**src/rtl/pipe_hazard_ctrl.sv**
```systemverilog
// pipe_hazard_ctrl
//   Central stall/flush sequencer for a 5-stage pipeline. Handles three
//   hazards: data-memory wait states (req/ready handshake with a timeout
//   abort), load-use dependencies and taken-branch redirects.
//   The controller is pure control logic with no datapath.
//
// Optional feature: define PERF_CNT_EN to build a saturating counter of
//   stall_pc cycles. Without it, stall_cnt is tied to 0.
//
// Parameters
//   MEM_TIMEOUT  max cycles spent stalled on memory before abort (2..255)
//   CNT_W        width of stall_cnt
//
// Ports
//   clk, rst                  clock, synchronous active-high reset
//   id_rs1, id_rs2            source registers of the instruction in ID
//   ex_rd, ex_memRead         destination / is-load of the instruction in EX
//   ex_branchTaken            EX resolved a taken branch or jump
//   me_memAccess, dmem_ready  ME memory access / memory completes this cycle
//   dmem_req                  request to data memory
//   stall_pc..stall_mewb      hold PC and the four pipeline registers
//   flush_ifid, flush_idex    load a bubble into IF/ID, ID/EX
//   wb_kill, mem_err          abort: suppress writeback, one-cycle error pulse
//   stall_cnt                 stall-cycle counter (PERF_CNT_EN only)
module pipe_hazard_ctrl #(
    parameter int MEM_TIMEOUT = 16,
    parameter int CNT_W       = 32
) (
    input  logic             clk,
    input  logic             rst,
    input  logic [4:0]       id_rs1,
    input  logic [4:0]       id_rs2,
    input  logic [4:0]       ex_rd,
    input  logic             ex_memRead,
    input  logic             ex_branchTaken,
    input  logic             me_memAccess,
    input  logic             dmem_ready,
    output logic             dmem_req,
    output logic             stall_pc,
    output logic             stall_ifid,
    output logic             stall_idex,
    output logic             stall_exme,
    output logic             stall_mewb,
    output logic             flush_ifid,
    output logic             flush_idex,
    output logic             wb_kill,
    output logic             mem_err,
    output logic [CNT_W-1:0] stall_cnt
);

    typedef enum logic [1:0] {
        IDLE     = 2'd0,
        MEM_WAIT = 2'd1,
        ABORT    = 2'd2
    } state_t;

    localparam logic [7:0] WAIT_LAST = 8'(MEM_TIMEOUT - 1);

    state_t     state;
    logic [7:0] wait_cnt;

    logic mem_miss;
    logic mem_stall;
    logic hazard_ok;
    logic load_use;

    always_comb begin
        mem_miss  = (state == IDLE) && me_memAccess && !dmem_ready;
        mem_stall = mem_miss || ((state == MEM_WAIT) && !dmem_ready);
        // Branch and load-use are also honoured in the cycle a memory wait
        // releases: EX/ME advances then, so a branch held in EX would
        // otherwise be lost.
        hazard_ok = (state != ABORT) && !mem_stall;
        load_use  = ex_memRead && (ex_rd != 5'd0) &&
                    ((ex_rd == id_rs1) || (ex_rd == id_rs2));
    end

    // Mealy outputs: a memory miss must stall in the same cycle it is seen.
    always_comb begin
        dmem_req   = 1'b0;
        stall_pc   = 1'b0;
        stall_ifid = 1'b0;
        stall_idex = 1'b0;
        stall_exme = 1'b0;
        stall_mewb = 1'b0;
        flush_ifid = 1'b0;
        flush_idex = 1'b0;
        wb_kill    = 1'b0;
        mem_err    = 1'b0;
        if (!rst) begin
            dmem_req = (state == IDLE) ? me_memAccess : (state == MEM_WAIT);
            if (mem_stall) begin
                stall_pc   = 1'b1;
                stall_ifid = 1'b1;
                stall_idex = 1'b1;
                stall_exme = 1'b1;
                stall_mewb = 1'b1;
            end
            if (state == ABORT) begin
                wb_kill = 1'b1;
                mem_err = 1'b1;
            end
            if (hazard_ok) begin
                if (ex_branchTaken) begin
                    // Wrong-path dependent instruction: no load-use stall.
                    flush_ifid = 1'b1;
                    flush_idex = 1'b1;
                end else if (load_use) begin
                    stall_pc   = 1'b1;
                    stall_ifid = 1'b1;
                    flush_idex = 1'b1;
                end
            end
        end
    end

    always_ff @(posedge clk) begin
        if (rst) begin
            state    <= IDLE;
            wait_cnt <= 8'd0;
        end else begin
            case (state)
                IDLE: begin
                    if (mem_miss) begin
                        state    <= MEM_WAIT;
                        wait_cnt <= 8'd1;
                    end
                end
                MEM_WAIT: begin
                    if (dmem_ready) begin
                        state    <= IDLE;
                        wait_cnt <= 8'd0;
                    end else if (wait_cnt == WAIT_LAST) begin
                        state    <= ABORT;
                        wait_cnt <= 8'd0;
                    end else begin
                        wait_cnt <= wait_cnt + 8'd1;
                    end
                end
                ABORT: begin
                    state <= IDLE;
                end
                default: begin
                    state    <= IDLE;
                    wait_cnt <= 8'd0;
                end
            endcase
        end
    end

`ifdef PERF_CNT_EN
    logic [CNT_W-1:0] perf_cnt;

    always_ff @(posedge clk) begin
        if (rst) begin
            perf_cnt <= '0;
        end else if (stall_pc && (perf_cnt != {CNT_W{1'b1}})) begin
            perf_cnt <= perf_cnt + 1'b1;
        end
    end

    assign stall_cnt = perf_cnt;
`else
    assign stall_cnt = '0;
`endif

endmodule

```
**config.mk**
```make
export PLATFORM = sky130hd
export DESIGN_NAME = pipe_hazard_ctrl
export DESIGN_NICKNAME = d
export VERILOG_FILES = /design/src/rtl/pipe_hazard_ctrl.sv
export SDC_FILE = /design/constraint.sdc
export NUM_CORES = 1
export LEC_CHECK = 0
export ABC_AREA = 1
export CORE_MARGIN = 5
export CORE_UTILIZATION = 38
export CTS_BUF_LIST = sky130_fd_sc_hd__clkbuf_4 sky130_fd_sc_hd__clkbuf_8
export DETAILED_ROUTE_END_ITERATION = 16
export PLACE_DENSITY = 0.82
export SYNTH_ARGS = -nofsm -noshare
export SYNTH_HDL_FRONTEND = slang
export SYNTH_SLANG_ARGS = --single-unit
```
**constraint.sdc**
```tcl
create_clock -name clk -period 2 [get_ports clk]
set_clock_uncertainty 0.2 [all_clocks]
set_input_delay 0.3 -clock clk [delete_from_list [all_inputs] [get_ports clk]]
set_output_delay 0.3 -clock clk [all_outputs]
set_load 0.01 [all_outputs]
```
Yosys cells after proc, flatten, opt, wreduce, memory -nomap -nowiden
Cells that the tools add are included.

Output and inout bits: 42. Flip-flop bits (word level): 10.

Multiplexer cells: 25. Equality and inequality tests: 8. Bitwise gates (word level): 1. Add/subtract/negate cells: 1. Reduce and logical (&&, ||, !) cells: 14.

Operator list (count): 2-to-1 mux 8 bit (3); one-hot mux 8 bit (3 select lines) (1); 2-to-1 mux 1 bit (17); == test 5 bit (2); adder 8 x 1 -> 8 bit, second input constant (1); == test 8 x 4 -> 1 bit, second input constant (1); logical AND 1 bit (6); 2-to-1 mux 2 bit (3); nonzero test 5 bit (1); != test 2 bit, second input constant (2); one-hot mux 2 bit (2 select lines) (1); AND reduction 2 bit (2); != test 3 x 2 -> 1 bit, second input constant (1); == test 2 x 1 -> 1 bit, second input constant (1); == test 2 bit, second input constant (1); zero test 1 bit (2); zero test 2 bit (1); logical OR 1 bit (2); inverter 1 bit (1).

Logic depth before layout (Yosys ltp)
Word-level depth: 9. Gate-level depth with buffers: 9.

Worst setup path after synthesis
No wires, ideal clock.

Path kind: register -> output. From: register state[1]. To: output stall_pc. Data arrival time: 1300 ps. Setup slack: 200 ps. Stages on the path, launching flop included: 8. Required time: 1500 ps. Cells stage by stage: dfxtp_1 > nor2_4 > nand2_4 > nor2_2 > nor2_1 > nor2_2 > o21bai_1 > buf_4.

Cells in the longest elaborated chain, start to end: 9. Elaborated cells on any way between the ends: 14. Classes of those cells: 2 x eq/ne; 5 x mux; 7 x reduce/logical.

Ends and longest elaborated chain: start, declared (RTL line 59) `state_t state;`; start signal, assigned (RTL line 119) `state <= IDLE;`; start signal, assigned (RTL line 125) `state <= MEM_WAIT;`; start signal, assigned (RTL line 131) `state <= IDLE;`; zero test 2 bit (RTL line 68) `mem_miss = (state == IDLE) && me_memAccess && !dmem_ready;`; logical AND 1 bit (2 in a row) (RTL line 68); logical OR 1 bit (RTL line 69) `mem_stall = mem_miss || ((state == MEM_WAIT) && !dmem_ready);`; 2-to-1 mux 1 bit (3 in a row); 2-to-1 mux 1 bit * (2 in a row); end, declared (RTL line 39) `output logic stall_pc,`.

Mark *: on every way between the ends. The rest lies on a longest branch, timed or not.

Final worst setup path
From: input rst. To: output dmem_req.

Cells in the longest elaborated chain, start to end: 1.

Ends and longest elaborated chain: start, declared (RTL line 30) `input logic rst,`; 2-to-1 mux 1 bit (RTL line 90) `if (!rst) begin`; end, declared (RTL line 38) `output logic dmem_req,`.

No other way between the ends.

==> metrics.yaml <==
worstSetupEndpointType: "primary output"
initial_core_util: 0.389
crit_start: "rst"
r2r-start: "wait_cnt[0]"
switchingPower_uw: 173
drv_cap: 0
clkSinkCount: 10
pwr-share-clk: 0.312
antenna_found_initial: 0
outcome: "complete, no violations"
root_buffer: "clkbuf_4"
critPathKind: "primary input to primary output"
clk_path_buf_depth: 2
synth-warning-count: 0
ys_top_cells_by_count: "buf_4 (36), nand2_1 (35), nor2_1 (20), inv_1 (18), dfxtp_1 (10)"
grt-ovfl-total: 0
combPwrFrac: 0.321
drc: 0
max_freq_mhz: 521
grt_pass1_vias: 832
grt_pass1_wl_um: 3360
vias_per_cell: 4.10
synthCells: 161
cts_made_buffers: 3
drive_above_1_share: 0.208
total_power_uw: 566
met2_usage: 0.183
critPathMaxStageDelay_ns: 0.46
core_area_sq_mm: 0.00269
wl_per_cell_um: 8.77
cts_tree: "built"
synthArstFlopShare: 0
internal-power_uw: 393
hold_viol_final: 0
hold_path.class: "flip-flop to flip-flop"
p_seq_frac: 0.367
diodes: 0
wirelength_um: 2040
worstPathArrival_ns: 1.42
ant_nets: 0
first_pass_iters: 4
post-route-min-period_ns: 1.92
grtUsageTotal: 0.100
fillers: 286
critical_path_peak_fanout: 3
grt_max_degree: 8
setup_violations: 0
rr_worst_depth: 6
finalCritPeriodShare: 0.960
avgSynthCellArea_sq_um: 6.49
synth.most_common_cell: "buf_4"
start_kind: "primary input"
gr-usage-met3: 0.0162
yosys.area.top_type: "buf_4"
hpwlAfterDp_um: 1800
critPathRequiredTime_ns: 1.50
r2r-end: "wait_cnt[6]"
synthesis.area_sq_mm: 0.00104
power_leakage_uw: 0.000753
synthTopCellsByArea: "buf_4 (26%), dfxtp_1 (19%), nand2_1 (13%)"
drv_slew: 0
io_pins: 63
hold_slack_ns: 0.284
rrSetupSlack_ns: 0.44
gp_congestion: 0.768
crit_path_end: "dmem_req"
top_usage_layer: "met2"
cts_hold_buffers: 0
die_y_um: 62.4
swShare: 0.305
fin_nets: 225
yosysSeqAreaShare: 0.192
synth_ff_type: "dfxtp_1"
crit_path_top_delay_cell: "clkdlybuf4s50_1"
register_area_sq_um: 203
ys_seq_elements: 10
synth_edf_count: 0
rows: 19
drt_iter0_markers: 30
htreeDepth: 1
insertion_delay_ns: 0.26
io_buffers: 30
area_growth_pct: 29.7
dieWidth_um: 62.4
p_per_area_mw_per_mm2: 418
vdd_drop_max_mv: 0.326
design.die.area_sq_mm: 0.00390
yosysUniqueCellTypes: 23
synth_top_area_share: 0.259
multi_input_area_sq_um: 637
vias: 955
path_clk_slew_ns: 0.07
worstHoldStart: "wait_cnt[1]"
worstPathCellList: "clkdlybuf4s50_1 -> buf_4 -> nor3_1 -> dlygate4sd2_1"
use_met1: 0.111
[worst min-delay path by stage]
| stage | cells past startpoint | end | slack (ns) |
|---|---|---|---|
| CTS | 2 | wait_cnt[1] | 0.29 |
| floorplan | 2 | wait_cnt[1] | 0.26 |
| global placement | 2 | wait_cnt[1] | 0.27 |
| global route | 2 | wait_cnt[1] | 0.33 |
| finish | 2 | wait_cnt[1] | 0.28 |
| detailed placement | 2 | wait_cnt[1] | 0.28 |
[worst max-delay path, delay by kind of cell]
kind	cells	cell delay, ns
buf+inv	3	0.92
simple gates	1	0.19
[state kept, by name, summed over array words and instances (netlist names)]
register,flops
wait_cnt,8
state,2
[layout by cell type, fill, tap and decap left out, types with 2 or more instances in the layout]
cell / count
a21oi_1: 4
buf_4: 13
buf_6: 2
clkbuf_2: 3
clkbuf_4: 3
clkdlybuf4s50_1: 5
conb_1: 32
dfxtp_1: 8
dfxtp_2: 2
dlygate4sd2_1: 16
dlymetal6s2s_1: 2
inv_1: 18
inv_2: 2
nand2_1: 34
nand2_4: 3
nand3_1: 7
nand4_1: 3
nor2_1: 19
nor2_2: 3
nor2_4: 3
nor3_1: 2
o21ai_0: 2
xnor2_1: 2
xor2_1: 4
[area by class of cell]
class                   count  share of cell area
well taps                  31              0.0286
flip-flops and latches     10               0.150
repair buffers             43               0.270
multi-input cells         125               0.470
clock buffers               4              0.0268
inverters                  20              0.0554
[power by group through the flow]
stage	clock network (uW)	registers, uW	logic, uW
2_1_floorplan	0	211	148
3_3_place_gp	0	211	188
3_5_place_dp	0	212	190
4_1_cts	183	207	181
5_1_grt	197	208	204
6_report	177	208	182
[through the flow]
| step | setup slack, ns | cells | utilization | area (sq um) | TNS (ns) |
|---|---|---|---|---|---|
| after CTS | 0.00259 | 233 | 0.503 | 1350 | 0 |
| final | 0.0794 | 233 | 0.504 | 1360 | 0 |
| after detailed placement | -0.583 | 229 | 0.493 | 1320 | -3.66 |
| after global routing | -0.00133 | 233 | 0.504 | 1360 | -0.00133 |
| after global placement | -0.496 | 229 | 0.493 | 1320 | -3.36 |
| after floorplan | 0.200 | 192 | - | 1160 | 0 |
[cell families (layout without fill, tap and decap cells)]
family                   Yosys count  in the layout  share of synthesized area
AND/OR/NAND/NOR                   75             75                      0.331
buffers and inverters             57             67                      0.334
AO/OA/AOI/OAI                     11             11                     0.0778
flip-flops                        10             10                      0.192
XOR/XNOR                           6              6                     0.0503
adder cells (fa/ha/maj)            1              1                     0.0120
other                              1             32                    0.00359
[layer usage]
| metal | vias to the layer above | wire, um |
|---|---|---|
| li1 | 507 | - |
| met1 | 412 | 782 |
| met2 | 32 | 1080 |
| met3 | 4 | 149 |
| met4 | 0 | 31 |
| met5 | - | 0 |
[repair_timing]
item / in CTS / in global routing
buffers inserted: 0 / 0
gates resized for setup: 38 / 12
pin swaps: 7 / 5
endpoints found under the setup margin: 10 / 7
(Power assumes the default switching activity.)
